File: src/rtl/cafeteira_agendador.sv
// rtl/cafeteira_agendador.sv - round-robin brew order scheduler with FIFO, watchdog and cool-down
//
// Purpose: takes brew orders from the front panel and the serial link and
// queues them in a small FIFO. It dispatches one order at a time to the brew
// controller and reports the result tagged with the order's origin. After a
// successful brew it holds off for a cool-down pause.
//
// Optional feature: define AGENDADOR_FLUSH_ERRO_EN to empty the queue whenever
// an order fails (entering FALHA). A push in that same cycle is discarded.
//
// Parameters:
//   PROFUNDIDADE  FIFO depth in orders (power of 2, >= 2)
//   T_LIMITE      watchdog cycles allowed in AGUARDA before a forced failure
//   T_PAUSA       cool-down cycles after a successful brew
//
// Ports:
//   clock, reset              rising-edge clock, synchronous active-high reset
//   req_painel, modo_painel   panel request (held until ack) and cup mode
//   ack_painel                one-cycle pulse: panel order enqueued
//   req_serial, modo_serial   serial request (held until ack) and cup mode
//   ack_serial                one-cycle pulse: serial order enqueued
//   cancelar                  flush pending orders; the running brew continues
//   preparar, modo            start pulse and held mode to the brew controller
//   fim_preparo, erro_preparo brew-controller success / error pulses
//   pedido_ok, pedido_erro    one-cycle result pulses
//   origem                    origin of running/reported order (0 panel, 1 serial)
//   ocupado                   high in every state except OCIOSO
//   fila_vazia, fila_cheia    FIFO empty / full
//   ocupacao                  number of queued orders
//   db_estado                 current state code
module cafeteira_agendador #(
  parameter int PROFUNDIDADE = 4,
  parameter int T_LIMITE     = 100_000_000,
  parameter int T_PAUSA      = 1_000
) (
  input  logic                            clock,
  input  logic                            reset,
  input  logic                            req_painel,
  input  logic [1:0]                      modo_painel,
  output logic                            ack_painel,
  input  logic                            req_serial,
  input  logic [1:0]                      modo_serial,
  output logic                            ack_serial,
  input  logic                            cancelar,
  output logic                            preparar,
  output logic [1:0]                      modo,
  input  logic                            fim_preparo,
  input  logic                            erro_preparo,
  output logic                            pedido_ok,
  output logic                            pedido_erro,
  output logic                            origem,
  output logic                            ocupado,
  output logic                            fila_vazia,
  output logic                            fila_cheia,
  output logic [$clog2(PROFUNDIDADE):0]   ocupacao,
  output logic [2:0]                      db_estado
);

  localparam int PW    = $clog2(PROFUNDIDADE);
  localparam int OW    = PW + 1;
  localparam int T_MAX = (T_LIMITE > T_PAUSA) ? T_LIMITE : T_PAUSA;
  localparam int CW    = $clog2(T_MAX) + 1;

  localparam logic [CW-1:0] LIMITE_FIM = CW'(T_LIMITE - 1);
  localparam logic [CW-1:0] PAUSA_FIM  = CW'(T_PAUSA - 1);
  localparam logic [OW-1:0] CAPACIDADE = OW'(PROFUNDIDADE);

  typedef enum logic [2:0] {
    OCIOSO  = 3'd0,
    DISPARA = 3'd1,
    AGUARDA = 3'd2,
    CONCLUI = 3'd3,
    FALHA   = 3'd4,
    PAUSA   = 3'd5
  } estado_t;

  estado_t          estado;
  estado_t          estado_prox;
  logic [CW-1:0]    contador;

  // FIFO entry is {origem, modo}
  logic [2:0]       fila_mem [PROFUNDIDADE];
  logic [PW-1:0]    ptr_esc;
  logic [PW-1:0]    ptr_lei;
  logic [OW-1:0]    contagem;

  logic             prio_serial;
  logic             ack_painel_q;
  logic             ack_serial_q;
  logic [1:0]       modo_q;
  logic             origem_q;

  logic             cheia;
  logic             vazia;
  logic             esvaziar;
  logic             eleg_painel;
  logic             eleg_serial;
  logic             grant_painel;
  logic             grant_serial;
  logic             push;
  logic             pop;
  logic [2:0]       entrada;

  assign cheia = (contagem == CAPACIDADE);
  assign vazia = (contagem == '0);

`ifdef AGENDADOR_FLUSH_ERRO_EN
  // A failing order invalidates everything queued behind it.
  assign esvaziar = cancelar || (estado_prox == FALHA);
`else
  assign esvaziar = cancelar;
`endif

  // The ack term blocks a second push while the requester still holds req
  // during its own ack cycle.
  assign eleg_painel  = req_painel && !ack_painel_q && !cheia && !esvaziar;
  assign eleg_serial  = req_serial && !ack_serial_q && !cheia && !esvaziar;
  assign grant_painel = eleg_painel && (!eleg_serial || !prio_serial);
  assign grant_serial = eleg_serial && (!eleg_painel ||  prio_serial);
  assign push         = grant_painel || grant_serial;
  assign entrada      = grant_serial ? {1'b1, modo_serial} : {1'b0, modo_painel};
  assign pop          = (estado == DISPARA);

  always_ff @(posedge clock) begin
    if (push) begin
      fila_mem[ptr_esc] <= entrada;
    end
  end

  always_ff @(posedge clock) begin
    if (reset) begin
      ptr_esc      <= '0;
      ptr_lei      <= '0;
      contagem     <= '0;
      prio_serial  <= 1'b0;
      ack_painel_q <= 1'b0;
      ack_serial_q <= 1'b0;
    end else begin
      ack_painel_q <= grant_painel;
      ack_serial_q <= grant_serial;
      if (push) begin
        prio_serial <= !prio_serial;
      end
      if (esvaziar) begin
        ptr_esc  <= '0;
        ptr_lei  <= '0;
        contagem <= '0;
      end else begin
        if (push) begin
          ptr_esc <= ptr_esc + 1'b1;
        end
        if (pop) begin
          ptr_lei <= ptr_lei + 1'b1;
        end
        case ({push, pop})
          2'b10:   contagem <= contagem + 1'b1;
          2'b01:   contagem <= contagem - 1'b1;
          default: contagem <= contagem;
        endcase
      end
    end
  end

  // Once DISPARA is entered the order is committed; a cancel arriving in the
  // DISPARA cycle only flushes what is still queued behind it.
  always_comb begin
    estado_prox = estado;
    case (estado)
      OCIOSO: begin
        if (!vazia && !cancelar) begin
          estado_prox = DISPARA;
        end
      end
      DISPARA: estado_prox = AGUARDA;
      AGUARDA: begin
        if (erro_preparo || (contador == LIMITE_FIM)) begin
          estado_prox = FALHA;
        end else if (fim_preparo) begin
          estado_prox = CONCLUI;
        end
      end
      CONCLUI: estado_prox = PAUSA;
      FALHA:   estado_prox = OCIOSO;
      PAUSA: begin
        if (contador == PAUSA_FIM) begin
          estado_prox = OCIOSO;
        end
      end
      default: estado_prox = OCIOSO;
    endcase
  end

  // contador restarts on every state change, so it holds the number of
  // cycles already spent in the current state.
  always_ff @(posedge clock) begin
    if (reset) begin
      estado   <= OCIOSO;
      contador <= '0;
      modo_q   <= 2'b00;
      origem_q <= 1'b0;
    end else begin
      estado <= estado_prox;
      if (estado_prox != estado) begin
        contador <= '0;
      end else if ((estado == AGUARDA) || (estado == PAUSA)) begin
        contador <= contador + 1'b1;
      end
      // Latch on the edge into DISPARA so modo is already valid with preparar.
      if ((estado == OCIOSO) && (estado_prox == DISPARA)) begin
        {origem_q, modo_q} <= fila_mem[ptr_lei];
      end
    end
  end

  assign ack_painel  = ack_painel_q;
  assign ack_serial  = ack_serial_q;
  assign preparar    = (estado == DISPARA);
  assign modo        = modo_q;
  assign origem      = origem_q;
  assign pedido_ok   = (estado == CONCLUI);
  assign pedido_erro = (estado == FALHA);
  assign ocupado     = (estado != OCIOSO);
  assign fila_vazia  = vazia;
  assign fila_cheia  = cheia;
  assign ocupacao    = contagem;
  assign db_estado   = estado;

endmodule

File: config.mk
export PLATFORM = sky130hd
export DESIGN_NAME = cafeteira_agendador
export DESIGN_NICKNAME = d
export VERILOG_FILES = /design/src/rtl/cafeteira_agendador.sv
export SDC_FILE = /design/constraint.sdc
export NUM_CORES = 1
export LEC_CHECK = 0
export ABC_AREA = 0
export BUFFER_PORTS_ARGS = -buffer_cell sky130_fd_sc_hd__buf_2
export CAP_MARGIN = 5
export CORE_ASPECT_RATIO = 0.8
export CORE_MARGIN = 2
export CORE_UTILIZATION = 50
export CTS_BUF_LIST = sky130_fd_sc_hd__clkbuf_8
export CTS_CLUSTER_DIAMETER = 40
export CTS_CLUSTER_SIZE = 25
export DETAILED_ROUTE_END_ITERATION = 10
export PLACE_DENSITY = 0.69
export REMOVE_ABC_BUFFERS = 1
export SLEW_MARGIN = 20
export SYNTH_ARGS = -nofsm -noshare
export SYNTH_HDL_FRONTEND = slang
export SYNTH_SLANG_ARGS = --single-unit
File: constraint.sdc
create_clock -name clock -period 3.35 [get_ports clock]
set_input_delay 0.335 -clock clock [delete_from_list [all_inputs] [get_ports clock]]
set_output_delay 0.335 -clock clock [all_outputs]
set_load 0.01 [all_outputs]
==> impl_metrics.tcl <==
set metrics [dict create \
    routed_wl_um 6160 \
    clk_latency_ns 0.31 \
    fin_setup_tns_ns 0 \
    crit_start "contador[0]" \
    crit_chain "ha_1 -> nor4bb_1 -> nand4_1 -> o41a_1 -> a2111o_1 -> buf_4 -> a221oi_1" \
    avgSynthCellArea_um2 10.3 \
    reg2reg_slack_ns 0.63 \
    finalCritPeriodShare 0.811 \
    grt_remaining_overflow 0 \
    clock.fmax_ghz 0.368 \
    p_per_area_nw_per_um2 395 \
    peakVddDrop_mv 0.190 \
    yosysTopAreaCell "dfxtp_1" \
    numCtsBuffers 5 \
    ff2ff_path_depth 7 \
    cts_resized 0 \
    row_count 24 \
    root_buffer "clkbuf_8" \
    fin_area_um2 3230 \
    synth_edf_count 12 \
    placed_area_um2 3110 \
    slew_violations 0 \
    grt_max_degree 29 \
    io_buffers 27 \
    syn_inst 286 \
    hold_viol 0 \
    cap_violations 0 \
    drtPass1Iterations 4 \
    path_clk_slew_ns 0.11 \
    cts_max_level 2 \
    cp_top_family "compound AO/OA/AOI/OAI gates" \
    criticalPathCategory "reg2reg" \
    drt-initial-drc-count 91 \
    cpPeakStageDelay_ns 0.54 \
    register_area_um2 1240 \
    track_usage 0.197 \
    synthDistinctLibCells 50 \
    vias 2198 \
    synthesis.area_um2 2950 \
    synthFlopType "dfxtp_1" \
    fp.dieH_um 72.6 \
    crit_fanout 28 \
    hp-class "in2reg" \
    drive_gt1_frac 0.226 \
    ios 28 \
    fillers 476 \
    synthTopCellsByCount "dfxtp_1 (44), a211oi_2 (20), nor2_1 (20)" \
    multi_input_area_um2 1570 \
    vias_per_cell 5.74 \
    die_area_um2 6520 \
    r2r_end "contador[1]" \
    grt_pass1_vias 2065 \
    ys_seq_elements 56 \
    initial_core_util 0.530 \
    nets 323 \
    drc_errors 0 \
    cts_tree "done" \
    slew_headroom 0.356 \
    postRouteAntennaNets 0 \
    p_leak_nw 1.10 \
    min_period_ns 2.72 \
    grt_pass1_wl_um 10400 \
    post-synth-top-count-cell "dfxtp_1" \
    p_total_mw 1.28 \
    required_ns 3.58 \
    ys_seq_area_frac 0.421 \
    post-place-ws_ns 0.719 \
    ys_warn_count 0 \
    synth_top_cell_area_share 0.299 \
    crit_cells 7 \
    synth_area_leaders "dfxtp_1 (30%), edfxtp_1 (12%), a211oi_2 (8.5%)" \
    crit_path_end_kind "flip-flop" \
    synth_async_sr_flop_share 0 \
    hold_buffers 0 \
    slowest_stage "o41a_1" \
    critPathBufInv 1 \
    synthToLayoutAreaGrowth_pct 9.69 \
    start_kind "flip-flop" \
    die_x_um 89.8 \
    antenna_found_initial 0 \
    rr_startpoint "contador[0]" \
    post-cts-setup-buffers 0 \
    clock-sinks 56 \
    worst_slew_pin_slew_ns 0.961 \
    rsz0062_at_grt "no" \
    diodes 0 \
    min_delay_path_depth 3 \
    cts_buffer_depth 2 \
    setup_viol 0 \
    status "finished clean" \
    critPathArrivalTime_ns 2.94 \
    endpoint "contador[1]" \
    place_congestion 0.779 \
    hpwl_um 4240 \
    wl_per_cell_um 16.1 \
    core_area_um2 5560 \
    skew_ns 0.0118 \
    fin_ws_ns 0.634 \
]
[cell usage in the layout, fill, tap and decap left out, types with 2 or more instances in the layout]
cell	count
clkinv_4	2
buf_2	27
mux4_2	3
nand4_1	11
nand2_1	12
a211oi_1	10
nand2b_1	2
ha_1	7
nor3_1	8
a21oi_1	5
dfxtp_1	44
mux2_2	2
and2_1	6
xnor2_1	16
nor3b_1	5
or3_1	2
nand3_1	10
nor4_1	2
a211oi_2	20
nand4b_1	2
nor2_1	20
mux2i_1	3
o41a_1	2
edfxtp_1	12
xor2_1	18
and4_1	5
clkbuf_8	5
nor4b_1	2
inv_1	11
and3_1	6
buf_4	4
o21ai_0	2
[power breakdown]
group | internal, mW | switching (mW) | leakage [nW]
Combinational | 0.0372 | 0.0757 | 0.573
Clock | 0.226 | 0.229 | 0.0583
Sequential | 0.700 | 0.00840 | 0.465
Total | 0.963 | 0.313 | 1.10
[registers in the layout, indices dropped and copies added, names as in the netlist]
register / flops
prio_serial: 1
ack_painel: 1
fila_mem: 12
contador: 28
ptr_esc: 2
modo: 2
ocupacao: 3
origem: 1
ptr_lei: 2
db_estado: 3
ack_serial: 1
[worst min-delay path by stage]
stage                            from            to  slack, ns
after floorplan                 reset  db_estado[0]       0.40
after global placement        modo[0]       modo[0]       0.47
after detailed placement      modo[0]       modo[0]       0.48
after CTS                 fim_preparo  db_estado[0]       0.29
after global routing      fim_preparo  db_estado[0]       0.30
final                     fim_preparo  db_estado[0]       0.30
[cell type report]
type                            count  share of cell area
Multi-Input combinational cell    199               0.486
Sequential cell                    56               0.384
Timing Repair Buffer               31              0.0511
Tap cell                           78              0.0302
Clock buffer                        5              0.0213
Clock inverter                      3              0.0147
Inverter                           11              0.0128
[worst min-delay path, cell delays in order]
cell	delay, ns
buf_2	0.11
nand3_1	0.06
a31oi_1	0.06
[logic make-up (layout without fill, tap and decap cells)]
group           count (synthesis)  in the layout  synth area share
xor+xnor                       34             34             0.101
flops                          56             56             0.421
mux                             8              8            0.0408
fa+ha+maj                       8              8            0.0365
compound gates                 49             49             0.158
buf+inv                        31             50            0.0472
simple gates                  100            100             0.195
[stage by stage]
step / std cells / utilization / hold WS (ns)
global placement: 375 / 0.561 / 0.469
detailed placement: 375 / 0.561 / 0.478
global route: 383 / 0.582 / 0.300
floorplan: 266 / - / 0.404
CTS: 383 / 0.582 / 0.291
finish: 383 / 0.582 / 0.300
[per-layer routing]
metal | part of all wire | track usage
met5 | 0 | 0
met4 | 0.0058 | 0.0410
met3 | 0.046 | 0.0372
met2 | 0.43 | 0.293
met1 | 0.52 | 0.300
Note: power is estimated with default switching activity, not from simulation.
